$ cat src/rtl/fb_write_scheduler.sv
// rtl/fb_write_scheduler.sv - framebuffer write-port owner: CLEAR/DRAW/HOLD frame sequencing
// with round-robin arbitration, clipping and address generation for two pixel writers.
module fb_write_scheduler #(
  parameter int         PX_WIDTH  = 128,
  parameter int         PX_HEIGHT = 96,
  parameter int         IDLE_MAX  = 1000,
  parameter logic [2:0] CLR_COLOR = 3'b000
) (
  input  logic        clk,
  input  logic        rst,
  input  logic        r0_req,
  input  logic [8:0]  r0_x,
  input  logic [8:0]  r0_y,
  input  logic [2:0]  r0_color,
  input  logic        r0_done,
  output logic        r0_ack,
  input  logic        r1_req,
  input  logic [8:0]  r1_x,
  input  logic [8:0]  r1_y,
  input  logic [2:0]  r1_color,
  input  logic        r1_done,
  output logic        r1_ack,
  output logic        frame_start,
  output logic        clearing,
  output logic        mem_we,
  output logic [15:0] mem_addr,
  output logic [2:0]  mem_din,
  output logic [7:0]  frame_cnt
);

  localparam int NPIX = PX_WIDTH * PX_HEIGHT;
  localparam int HW   = (IDLE_MAX > 1) ? $clog2(IDLE_MAX) : 1;

  typedef enum logic [1:0] {S_CLEAR, S_DRAW, S_HOLD} state_t;

  state_t        state;
  logic [16:0]   clr_cnt;
  logic [HW-1:0] hold_cnt;
  logic          rr_ptr;
  logic          done0;
  logic          done1;

  logic          grant0;
  logic          grant1;
  logic [8:0]    sel_x;
  logic [8:0]    sel_y;
  logic [2:0]    sel_color;
  logic          sel_on;

  // rr_ptr names the requester that wins when both ask in the same cycle.
  always_comb begin
    grant0 = 1'b0;
    grant1 = 1'b0;
    if (state == S_DRAW) begin
      if (r0_req && (!r1_req || !rr_ptr))
        grant0 = 1'b1;
      else if (r1_req)
        grant1 = 1'b1;
    end
  end

  assign r0_ack   = grant0;
  assign r1_ack   = grant1;
  assign clearing = (state == S_CLEAR);

  assign sel_x     = grant1 ? r1_x : r0_x;
  assign sel_y     = grant1 ? r1_y : r0_y;
  assign sel_color = grant1 ? r1_color : r0_color;

  // Sign bit rejects negatives, so the low 8 bits can be treated as unsigned.
  assign sel_on = !sel_x[8] && !sel_y[8] &&
                  (int'(sel_x[7:0]) < PX_WIDTH) && (int'(sel_y[7:0]) < PX_HEIGHT);

  always_ff @(posedge clk or negedge rst) begin
    if (!rst) begin
      state       <= S_CLEAR;
      clr_cnt     <= '0;
      hold_cnt    <= '0;
      rr_ptr      <= 1'b0;
      done0       <= 1'b0;
      done1       <= 1'b0;
      frame_cnt   <= '0;
      frame_start <= 1'b0;
      mem_we      <= 1'b0;
      mem_addr    <= '0;
      mem_din     <= '0;
    end else begin
      mem_we      <= 1'b0;
      frame_start <= 1'b0;
      case (state)
        S_CLEAR: begin
          if (clr_cnt == 17'(NPIX)) begin
            state       <= S_DRAW;
            frame_start <= 1'b1;
            clr_cnt     <= '0;
            done0       <= 1'b0;
            done1       <= 1'b0;
          end else begin
            mem_we   <= 1'b1;
            mem_addr <= clr_cnt[15:0];
            mem_din  <= CLR_COLOR;
            clr_cnt  <= clr_cnt + 17'd1;
          end
        end
        S_DRAW: begin
          if (grant0 || grant1) begin
            mem_we   <= sel_on;
            mem_addr <= 16'(int'(sel_y[7:0]) * PX_WIDTH + int'(sel_x[7:0]));
            mem_din  <= sel_color;
            rr_ptr   <= grant0;
          end
          done0 <= done0 | r0_done;
          done1 <= done1 | r1_done;
          if (done0 && done1) begin
            state    <= S_HOLD;
            hold_cnt <= '0;
          end
        end
        S_HOLD: begin
          if (hold_cnt == HW'(IDLE_MAX - 1)) begin
            state     <= S_CLEAR;
            hold_cnt  <= '0;
            frame_cnt <= frame_cnt + 8'd1;
          end else begin
            hold_cnt <= hold_cnt + 1'b1;
          end
        end
        default: state <= S_CLEAR;
      endcase
    end
  end

endmodule

$ cat config.mk
export PLATFORM = sky130hd
export DESIGN_NAME = fb_write_scheduler
export DESIGN_NICKNAME = d
export VERILOG_FILES = /design/src/rtl/fb_write_scheduler.sv
export SDC_FILE = /design/constraint.sdc
export NUM_CORES = 1
export LEC_CHECK = 0
export ABC_AREA = 1
export CAP_MARGIN = 5
export CORE_UTILIZATION = 51
export CTS_CLUSTER_DIAMETER = 150
export DETAILED_ROUTE_END_ITERATION = 7
export GPL_TIMING_DRIVEN = 0
export PLACE_DENSITY = 0.81
export SYNTH_ARGS = -nofsm -noshare
export SYNTH_HDL_FRONTEND = slang
export SYNTH_SLANG_ARGS = --single-unit
$ cat constraint.sdc
create_clock -name clk -period 2.5 [get_ports clk]
set_input_delay 0.5 -clock clk [delete_from_list [all_inputs] [get_ports clk]]
set_output_delay 0.5 -clock clk [all_outputs]
set_load 0.01 [all_outputs]
Word-level counts from Yosys, hierarchy flattened
Cells that the tools add are included.

Word-level logic and storage cells: 78. Output and inout port bits: 32. Bits in registers: 61. Input bits: 48.

Add/subtract/negate cells: 4. Reduce and logical (&&, ||, !) cells: 20. Magnitude comparators: 2. Muxes and demuxes: 30. Eq/ne operators: 9. Bitwise gates (word level): 2.

Operators with widths (number): 16-bit two-way mux (2); 16-bit one-hot mux with 2 select lines (1); 10-bit two-way mux (2); 10-bit one-hot mux with 2 select lines (1); 9-bit two-way mux (2); 17-bit by 1-bit adder with 17-bit output (second input constant) (1); 17-bit by 14-bit == test with 1-bit output (second input constant) (1); 17-bit two-way mux (1); 15-bit by 8-bit adder with 16-bit output (1); 10-bit by 1-bit adder with 10-bit output (second input constant) (1); 10-bit == test (second input constant) (1); 1-bit two-way mux (10); 3-bit two-way mux (3); 8-bit by 1-bit adder with 8-bit output (second input constant) (1); 8-bit by 7-bit < comparator with 1-bit output (second input constant) (1); 8-bit < comparator (second input constant) (1); 2-bit AND reduction (4); 2-bit two-way mux (3); 2-bit by 1-bit inequality test with 1-bit output (second input constant) (3); 1-bit one-hot mux with 2 select lines (3); 2-bit one-hot mux with 3 select lines (1); 3-bit one-hot mux with 2 select lines (1); 3-bit AND reduction (2); 1-bit logical AND (5); 8 further kinds (15).

Depth between registers and ports, before layout
Gate-level depths: netlist of run 1.

Depth after elaboration: 12. Mapped depth: 17. Mapped depth without buffers: 15.

Worst setup path after synthesis of run 1
Ideal clock, no wire load.

Path type: input port to flip-flop. From: input r1_req. To: register mem_addr[13]. Required time: 2384 ps. Buffers on the path: 2. Library setup time: 116 ps. Arrival time: 2069 ps. Slack: 315 ps. Stages on the path: 17. Cells stage by stage: nand2_1 nand2_4 nand3_4 buf_6 inv_2 buf_4 nand2_1 nand2_1 ha_1 ha_1 nand3_1 nor2_1 nand2_1 nand2_1 nand3_1 nand2_1 nand2_1.

Longest elaborated chain between the ends: 9. Elaborated cells between the ends (all ways): 16. Classes of those cells: add/sub: 1; eq/ne: 1; mux: 9; reduce/logical: 5.

Ends and longest elaborated chain: start: declaration (line 17) `input logic r1_req,`; 1-bit zero test (line 55) `if (r0_req && (!r1_req || !rr_ptr))`; 1-bit logical OR (line 55); 1-bit logical AND (line 55); 1-bit two-way mux * (line 55); 1-bit two-way mux * (line 54) `if (state == S_DRAW) begin`; net r1_ack (line 22) `output logic r1_ack,`; 9-bit two-way mux, on equally long branches (line 67, 66); 15-bit by 8-bit adder with 16-bit output (line 108) `mem_addr <= 16'(int'(sel_y[7:0]) * PX_WIDTH + int'(sel_x[7:0]));`; 16-bit two-way mux (line 106) `if (grant0 || grant1) begin`; 16-bit one-hot mux with 2 select lines (line 90) `case (state)`; end signal: assignment (line 100) `mem_addr <= clr_cnt[15:0];`; end signal: assignment (line 108); end: declaration (line 26) `output logic [15:0] mem_addr,`.

The timed path passes the listed nets; every way through them passes the cells marked *. The select of a mux whose other input is x is not followed. A chain may end at the register's enable or synchronous reset.

Worst setup path after layout of run 1
From: input r0_req. To: output r1_ack.

Longest elaborated chain between the ends: 3.

Ends and longest elaborated chain: start: declaration (line 11) `input logic r0_req,`; 1-bit logical AND (line 55); 1-bit two-way mux (line 55); 1-bit two-way mux (line 54); end: declaration (line 22).

Every way passes these cells.

==> results of run 1 <==
## layer usage
layer  vias up  part of all wire (%)  track usage [%]
met2       106                    48            41.75
met4         0                   1.0            8.939
met5         -                     0                0
met3        13                   5.8            4.331
met1      1559                    45            33.10
li1       1662                     -                -
## through the flow
stage          instances  total power, mW
4_1_cts              648            1.992
3_5_place_dp         633            1.141
2_1_floorplan        457            1.037
5_1_grt              655            2.054
6_report             655            1.985
3_3_place_gp         632            1.137
## final cells by class
class / instances / area (µm²)
Buffer: 10 / 86.33
Clock buffer: 15 / 196.4
Fill cell: 541 / 2008
Inverter: 60 / 225.2
Multi-Input combinational cell: 326 / 1767
Sequential cell: 61 / 1526
Tap cell: 96 / 120.1
Timing Repair Buffer: 87 / 864.6
## repair_timing
item                       in CTS  in global routing
setup buffers                   0                  7
resized for setup               4                  7
gates cloned                    0                  0
hold buffers                    0                  0
setup endpoints to repair       8                  5
pin swaps                       1                  3
## cell usage in the layout (no fill, tap or decap), types with 6 or more instances in the layout
cell type          n
nand2_1          100
clkdlybuf4s50_1   76
dfrtp_1           61
nor2_1            60
inv_1             55
nand3_1           31
a21oi_1           19
o21ai_0           17
xor2_1            15
clkbuf_8          14
nor3_1            12
nor2_2             9
a31oi_1            9
buf_4              7
buf_6              6
nand4_1            6
## registers in the layout, indices dropped and copies added (netlist names)
name	flops
rr_ptr	1
frame_cnt	8
mem_addr	16
clr_cnt	17
done1	1
frame_start	1
done0	1
mem_we	1
state	2
hold_cnt	10
mem_din	3
## logic make-up (layout without fill, tap and decap cells)
group	count (synthesis)	after routing	synth area share, %
AND/OR/NAND/NOR	245	245	32.55
flip-flops	61	61	42.66
buffers and inverters	70	172	8.601
adder cells (fa/ha/maj)	6	6	2.098
XOR/XNOR	16	16	3.916
AO/OA/AOI/OAI	58	58	9.860
multiplexers	1	1	0.3147
## worst max path at each step
stage,start,endpoint,slack (ns),depth (start not counted)
after global placement,rst,clr_cnt[2],-1.03,1
after CTS,r0_req,mem_addr[13],0.002,17
after floorplan,r1_req,mem_addr[13],0.31,17
after global routing,r0_req,mem_addr[15],-0.03,14
after detailed placement,r1_req,mem_addr[13],-0.65,18
final,r0_req,r1_ack,0.02,8
## worst max-delay path, delay by kind of cell
family	cells	cell delay, ns
buffers and inverters	6	1.26
AND/OR/NAND/NOR	2	0.20
## power breakdown
part | leakage [nW] | total [mW] | internal [mW] | switching (mW)
combinational | 1.37 | 0.142 | 0.0829 | 0.0595
sequential | 0.821 | 0.988 | 0.988 | 0.000496
clock | 0.102 | 0.854 | 0.491 | 0.363
==> impl_metrics.toml, run 1 <==
[finish]
diodes = 0
final_area_um2 = 4786
fin_nets = 609
drive_gt1_share_pct = 13.42
utilization_pct = 70.44
syn2layout_area_growth_pct = 33.74

[synthesis]
yosysMostFrequentCell = "nand2_1"
synth.net_count = 511
yosysTopAreaCell = "dfrtp_1"
synthCells = 457
syn-cell-area_um2 = 3578
syn_area_per_cell_um2 = 7.830
yosysUniqueCellTypes = 39
synth_seq_area_share_pct = 42.66
synthTopCellsByCount = "nand2_1, dfrtp_1, nor2_1"
synth_top_area_share_pct = 42.66
ys_ff_latch = 61
synthFlopType = "dfrtp_1"
ys_warn_count = 0
synth_edf_count = 0
ys_async_sr_fraction_pct = 100.0
ys_top_cells_by_area = "dfrtp_1, nand2_1, nor2_1, inv_1, nand3_1"

[floorplanning]
core_um2 = 6794
dieHeight_um = 85.77
start_util_pct = 52.67
dieArea_um2 = 7356
num_rows = 30
ioPinCount = 80
die_width_um = 85.77

[outcome]
status = "finished, violations left"
violations = "design-rule violations"

[worst_setup_path]
max_stage_delay_ns = 0.51
critPathLaunchType = "input port"
crit_path_cell_trace = "clkdlybuf4s50_1 > nand2_4 > nand3_4 > buf_6 > inv_2 > buf_6 > buf_12 > dlygate4sd2_1"
rr_startpoint = "state[0]"
critPathArrivalTime_ns = 1.98
reg2reg_slack_ns = 0.22
required_ns = 2.00
crit_fanout = 10
cpMostUsedCell = "buf_6"
cp_slowest_cell = "clkdlybuf4s50_1"
end_kind = "output pin"
ff2ff_path_depth = 14
rr_endpoint = "mem_addr[15]"
path_class = "input port to output pin"

[cts]
insertion_delay_ns = 0.33
cts_sinks = 61
cts_buffer_depth = 2
path_clk_slew_ns = 0.06
numCtsBuffers = 9
htreeDepth = 3
clockRootBuffer = "clkbuf_8"
cts_tree = "built"

[global_route]
grt_pass1_vias = 3225
overflow = 0
grt_usage_pct = 25.06
grt_max_degree = 42
grt_pass1_wl_um = 14590
grt_antenna_before_repair = 0

[power]
power_leakage_nw = 2.289
ir_drop_mv = 0.4038
cellPowerDensity_nw_per_um2 = 414.8

[sta]
postLayoutSetupSlackWorst_ns = 0.02033
timing.hold.ws_ns = 0.1295
maxSlewViolCount = 0
max-slew-margin-rel_pct = 66.88
final_hold_viol_count = 0
fin_crit_sh_pct = 99.19
final.setup.tns_ns = 0
finalCriticalPeriod_ns = 2.480
max_freq_mhz = 403.3
setup_viol_count_final = 0
skew_ns = 0.008330
tightestPinTransition_ns = 0.4968

[routing]
detail_route.wl_per_cell_um = 13.32
drt-total-wl_um = 8726
vias = 3340
ant_nets = 0
vias_per_cell = 5.099
drtPass1Iterations = 7
drt_iter0_markers = 194
drc_errors = 1

[placement]
hpwl_um = 6425
placed_area_um2 = 4504
io_buffer_count = 79
gp_congestion = 0.8821
dp_slack_ns = -0.6509

[job]
max_cap_violations = 0

[hold_path]
hold_path_class = "input port to asynchronous set/reset pin"
Power figures use the tool's default switching activity.
==> run 2, diff against run 1 <==
RECOVER_POWER = 50   (was default)
==> impl_metrics.toml, run 2 (synthesis results as in run 1) <==
[sta]
finalCriticalPeriod_ns = 2.482
max_freq_mhz = 402.8
maxSlewViolCount = 0
max-slew-margin-rel_pct = 26.89
tightestPinTransition_ns = 1.097
final_hold_viol_count = 0
skew_ns = 0.008257
fin_crit_sh_pct = 99.30
setup_viol_count_final = 0

[global_route]
overflow = 0
grt_pass1_vias = 3225
grt_max_degree = 42
grt_usage_pct = 25.06
grt_pass1_wl_um = 14590
grt_antenna_before_repair = 0

[finish]
largest-register = "clr_cnt"
fillers = 553
final_common_cell = "nand2_1"
fin_cells = 655
fin_nets = 609
final_cell_mix = "nand2_1, clkdlybuf4s50_1, nor2_1, dfrtp_1, inv_1"
final_area_um2 = 4715
syn2layout_area_growth_pct = 31.75
diodes = 0
drive_gt1_share_pct = 11.63
largest_register_ffs = 17
reg.largest.list = "clr_cnt (17), mem_addr (16), hold_cnt (10)"

[cts]
cts_tree = "built"
htreeDepth = 3
clockRootBuffer = "clkbuf_8"
insertion_delay_ns = 0.33
cts_buffer_depth = 2
path_clk_slew_ns = 0.06
numCtsBuffers = 9
cts_hold_buf = 0
cts_sinks = 61

[worst_setup_path]
cpMostUsedCell = "buf_6"
crit_fanout = 10
critPathLaunchType = "input port"
cp_top_family = "buffers and inverters"
required_ns = 2.00
cp_slowest_cell = "clkdlybuf4s50_1"
crit_path_cell_trace = "clkdlybuf4s50_1 > nand2_4 > nand3_4 > buf_6 > inv_2 > buf_6 > buf_12 > dlygate4sd2_1"
path_buf_inv = 6
end_kind = "output pin"
critPathArrivalTime_ns = 1.98
max_stage_delay_ns = 0.51
path_class = "input port to output pin"

[floorplanning]
start_util_pct = 52.67
dieArea_um2 = 7356
die_width_um = 85.77
dieHeight_um = 85.77
num_rows = 30
core_um2 = 6794
ioPinCount = 80

[power]
cellPowerDensity_nw_per_um2 = 419.4
power_leakage_nw = 2.273
ir_drop_mv = 0.4019

[hold_path]
hold_path_class = "input port to asynchronous set/reset pin"

[job]
max_cap_violations = 0

[routing]
drt_iter0_markers = 221
drt-total-wl_um = 8779
ant_nets = 0
vias = 3326
detail_route.wl_per_cell_um = 13.40
vias_per_cell = 5.078
drc_errors = 2
drtPass1Iterations = 8

[placement]
placed_area_um2 = 4504
hpwl_um = 6425
gp_congestion = 0.8821
post-place-cells = 633
io_buffer_count = 79

[outcome]
violations = "design-rule violations"
status = "finished, violations left"
-- run 2: cell count changes in the layout (fill, tap and decap cells not counted), moves of 2 or more --
cell	delta
nand3_1	+2
clkbuf_1	+2
nand2_4	-3
nand2_1	+3
-- run 2: power breakdown --
part | switching (mW) | internal, mW
combinational | 0.0592 | 0.0800
sequential | 0.000460 | 0.988
clock | 0.359 | 0.491
total | 0.418 | 1.56
-- run 2: stage by stage --
step	total power, mW	TNS, ns	hold WS (ns)	utilization, %	setup WS (ns)
floorplan	1.037	0	0.2044	-	0.3150
CTS	1.992	0	0.1359	69.26	0.001843
global route	2.050	-0.07154	0.4520	69.39	-0.02661
finish	1.977	0	0.3564	69.39	0.01756
global placement	1.137	-66.29	0.4687	66.08	-1.028
detailed placement	1.141	-4.379	0.4758	66.30	-0.6509
-- run 2: worst paths after layout --
check / start / end / slack [ns] / depth (start not counted)
worst max-delay path: r0_req / r1_ack / 0.02 / 8
worst min-delay path: rst / mem_din[0] / 0.36 / 1
worst max register to register: state[1] / mem_addr[15] / 0.28 / 13
worst min register to register: mem_addr[14] / mem_addr[14] / 0.48 / 2
max in group asynchronous: rst / clr_cnt[4] / 0.59 / 2
min in group clk: mem_addr[14] / mem_addr[14] / 0.48 / 2
-- run 2: routing by layer --
metal,GRT usage (%),vias up,share of wire [%]
li1,-,1662,-
met1,33.10,1565,46
met2,41.75,89,48
met3,4.331,10,4.4
met4,8.939,0,0.95
met5,0,-,0
-- run 2: layout make-up --
class / count / area, µm² / area share [%]
multi-input cells: 326 / 1719 / 36.47
flip-flops and latches: 61 / 1526 / 32.38
repair buffers: 87 / 848.3 / 17.99
inverters: 60 / 225.2 / 4.777
clock buffers: 15 / 196.4 / 4.167
well taps: 96 / 120.1 / 2.548
plain buffers: 10 / 78.83 / 1.672
-- run 2: timing repair --
action                     4_1_cts  5_1_grt
pin swaps                        1        3
setup endpoints to repair        8        5
hold endpoints to repair         0        0
gates resized for setup          4        7
buffers inserted                 0        7
==> run 3, diff against run 2 <==
CORE_MARGIN = 2   (was default)
==> impl_metrics.toml, run 3 (synthesis results as in run 1) <==
[outcome]
status = "finished, violations left"
violations = "max-capacitance violations, max-slew violations"

[global_route]
grt_max_degree = 36
grt_pass1_wl_um = 14720
grt_usage_pct = 24.34
grt_antenna_before_repair = 0
overflow = 0
grt_pass1_vias = 3352

[sta]
max-slew-margin-rel_pct = -26.69
max_freq_mhz = 418.0
setup_viol_count_final = 0
final_hold_viol_count = 0
fin_crit_sh_pct = 95.70
finalCriticalPeriod_ns = 2.392
maxSlewViolCount = 35
rsz0062_at_grt = "no"
tightestPinTransition_ns = 1.900
skew_ns = 0.01047

[floorplanning]
dieArea_um2 = 7703
dieHeight_um = 87.77
core_um2 = 6794
die_width_um = 87.77
num_rows = 30
start_util_pct = 52.67
ioPinCount = 80

[power]
seqPwrFrac_pct = 51.8
ir_drop_mv = 0.4137
p_sw_share_pct = 22.66
internal-power_mw = 1.476
p_comb_share_pct = 7.2
power_switching_mw = 0.4327
cellPowerDensity_nw_per_um2 = 407.1
power_leakage_nw = 2.256
total_power_mw = 1.909
power_frac_clock_pct = 41.0

[routing]
drt-total-wl_um = 8975
drtPass1Iterations = 4
drc_errors = 0
ant_nets = 0
drt_iter0_markers = 194
vias_per_cell = 5.116
detail_route.wl_per_cell_um = 13.72
vias = 3346

[cts]
path_clk_slew_ns = 0.07
htreeDepth = 3
cts_sinks = 61
clockRootBuffer = "clkbuf_8"
cts_hold_buf = 0
insertion_delay_ns = 0.34
cts_buffer_depth = 2
cts_tree = "built"
numCtsBuffers = 9

[worst_setup_path]
path_buf_inv = 5
required_ns = 2.72
cp_slowest_cell = "clkdlybuf4s50_1"
critPathLaunchType = "input port"
reg2reg_slack_ns = 0.25
max_stage_delay_ns = 0.45
crit_path_cell_trace = "clkdlybuf4s50_1 > nand2_4 > nand3_4 > buf_8 > inv_4 > buf_6 > nand2_1 > nand2_1 > ha_2 > ha_2 > nand3_2 > buf_4 > o211ai_1 > a21oi_1"
end_kind = "register"
crit_fanout = 10
critPathArrivalTime_ns = 2.61
path_class = "input port to register"
cp_top_family = "buffers and inverters"

[finish]
final_cell_mix = "nand2_1, clkdlybuf4s50_1, nor2_1, dfrtp_1, inv_1"
seq_area_um2 = 1526
drive_gt1_share_pct = 11.83
fin_cells = 654
fin_nets = 607
final_area_um2 = 4690
multi_input_area_um2 = 1717
fillers = 593
utilization_pct = 69.02
largest_register_ffs = 17
reg.largest.list = "clr_cnt (17), mem_addr (16), hold_cnt (10)"
diodes = 0
final_common_cell = "nand2_1"
syn2layout_area_growth_pct = 31.05
largest-register = "clr_cnt"

[placement]
placed_area_um2 = 4504
gp_congestion = 0.9043
hpwl_um = 6678
post-place-cells = 633
io_buffer_count = 79

[job]
max_cap_violations = 1

[hold_path]
hold_path_class = "register to register"
run 3: cell count changes in the layout (fill, tap and decap cells not counted), moves of 2 or more:
cell / delta
clkinv_2: +3
clkbuf_8: -3
nand3_2: +2
clkbuf_2: -2
buf_4: -2
nor2_4: -2
run 3: timing repair:
item / in CTS / in global routing
gates cloned: 0 / 1
endpoints found under the setup margin: 8 / 6
endpoints found under the hold margin: 0 / 0
pin swaps: 0 / 3
gates resized for setup: 4 / 8
buffers inserted: 0 / 4
run 3: worst register-to-register path, cell delays in order, from the launching register on:
cell      delay [ns]
dfrtp_1         0.35
inv_1           0.11
nor2_4          0.14
nand3_4         0.13
buf_8           0.17
inv_4           0.08
buf_6           0.12
nand2_1         0.05
nand2_1         0.06
ha_2            0.18
ha_2            0.18
nand3_2         0.11
buf_4           0.17
o211ai_1        0.20
a21oi_1         0.09
run 3: cell type report:
cell class	count	share of cell area [%]
clock inverters	4	0.4803
flip-flops and latches	61	32.55
inverters	60	4.856
clock buffers	12	3.308
repair buffers	85	17.88
multi-input cells	326	36.61
well taps	96	2.561
plain buffers	10	1.761
run 3: worst paths after layout:
path	cells after the start	end	startpoint
max in group asynchronous	1	clr_cnt[1]	rst
min in group asynchronous	1	mem_addr[3]	rst
worst min-delay path	2	mem_addr[10]	mem_addr[10]
worst max register to register	14	mem_addr[11]	state[0]
worst max-delay path	14	mem_addr[11]	r0_req
worst min register to register	2	mem_addr[10]	mem_addr[10]
run 3: metrics by stage:
stage	setup TNS [ns]	setup slack [ns]	hold WS [ns]
floorplan	0	0.3150	0.2044
global placement	-64.24	-0.9980	0.4687
detailed placement	-4.098	-0.6362	0.4677
CTS	0	0.03627	0.2589
global route	0	0.01305	0.5120
finish	0	0.1075	0.4798
run 3: routing by layer:
metal  up-vias  GRT usage, %  share of wire, %
met4         0         9.650               1.2
met1      1575         31.51                44
li1       1663             -                 -
met3        12         6.032               6.5
met2        96         39.33                49
met5         -             0                 0
run 3: power groups by stage:
stage,Sequential [mW],Clock (mW),Combinational (mW)
floorplan,1.01,0,0.0304
global placement,1.01,0,0.130
detailed placement,1.01,0,0.135
CTS,0.988,0.800,0.136
global route,0.987,0.840,0.151
finish,0.988,0.783,0.138
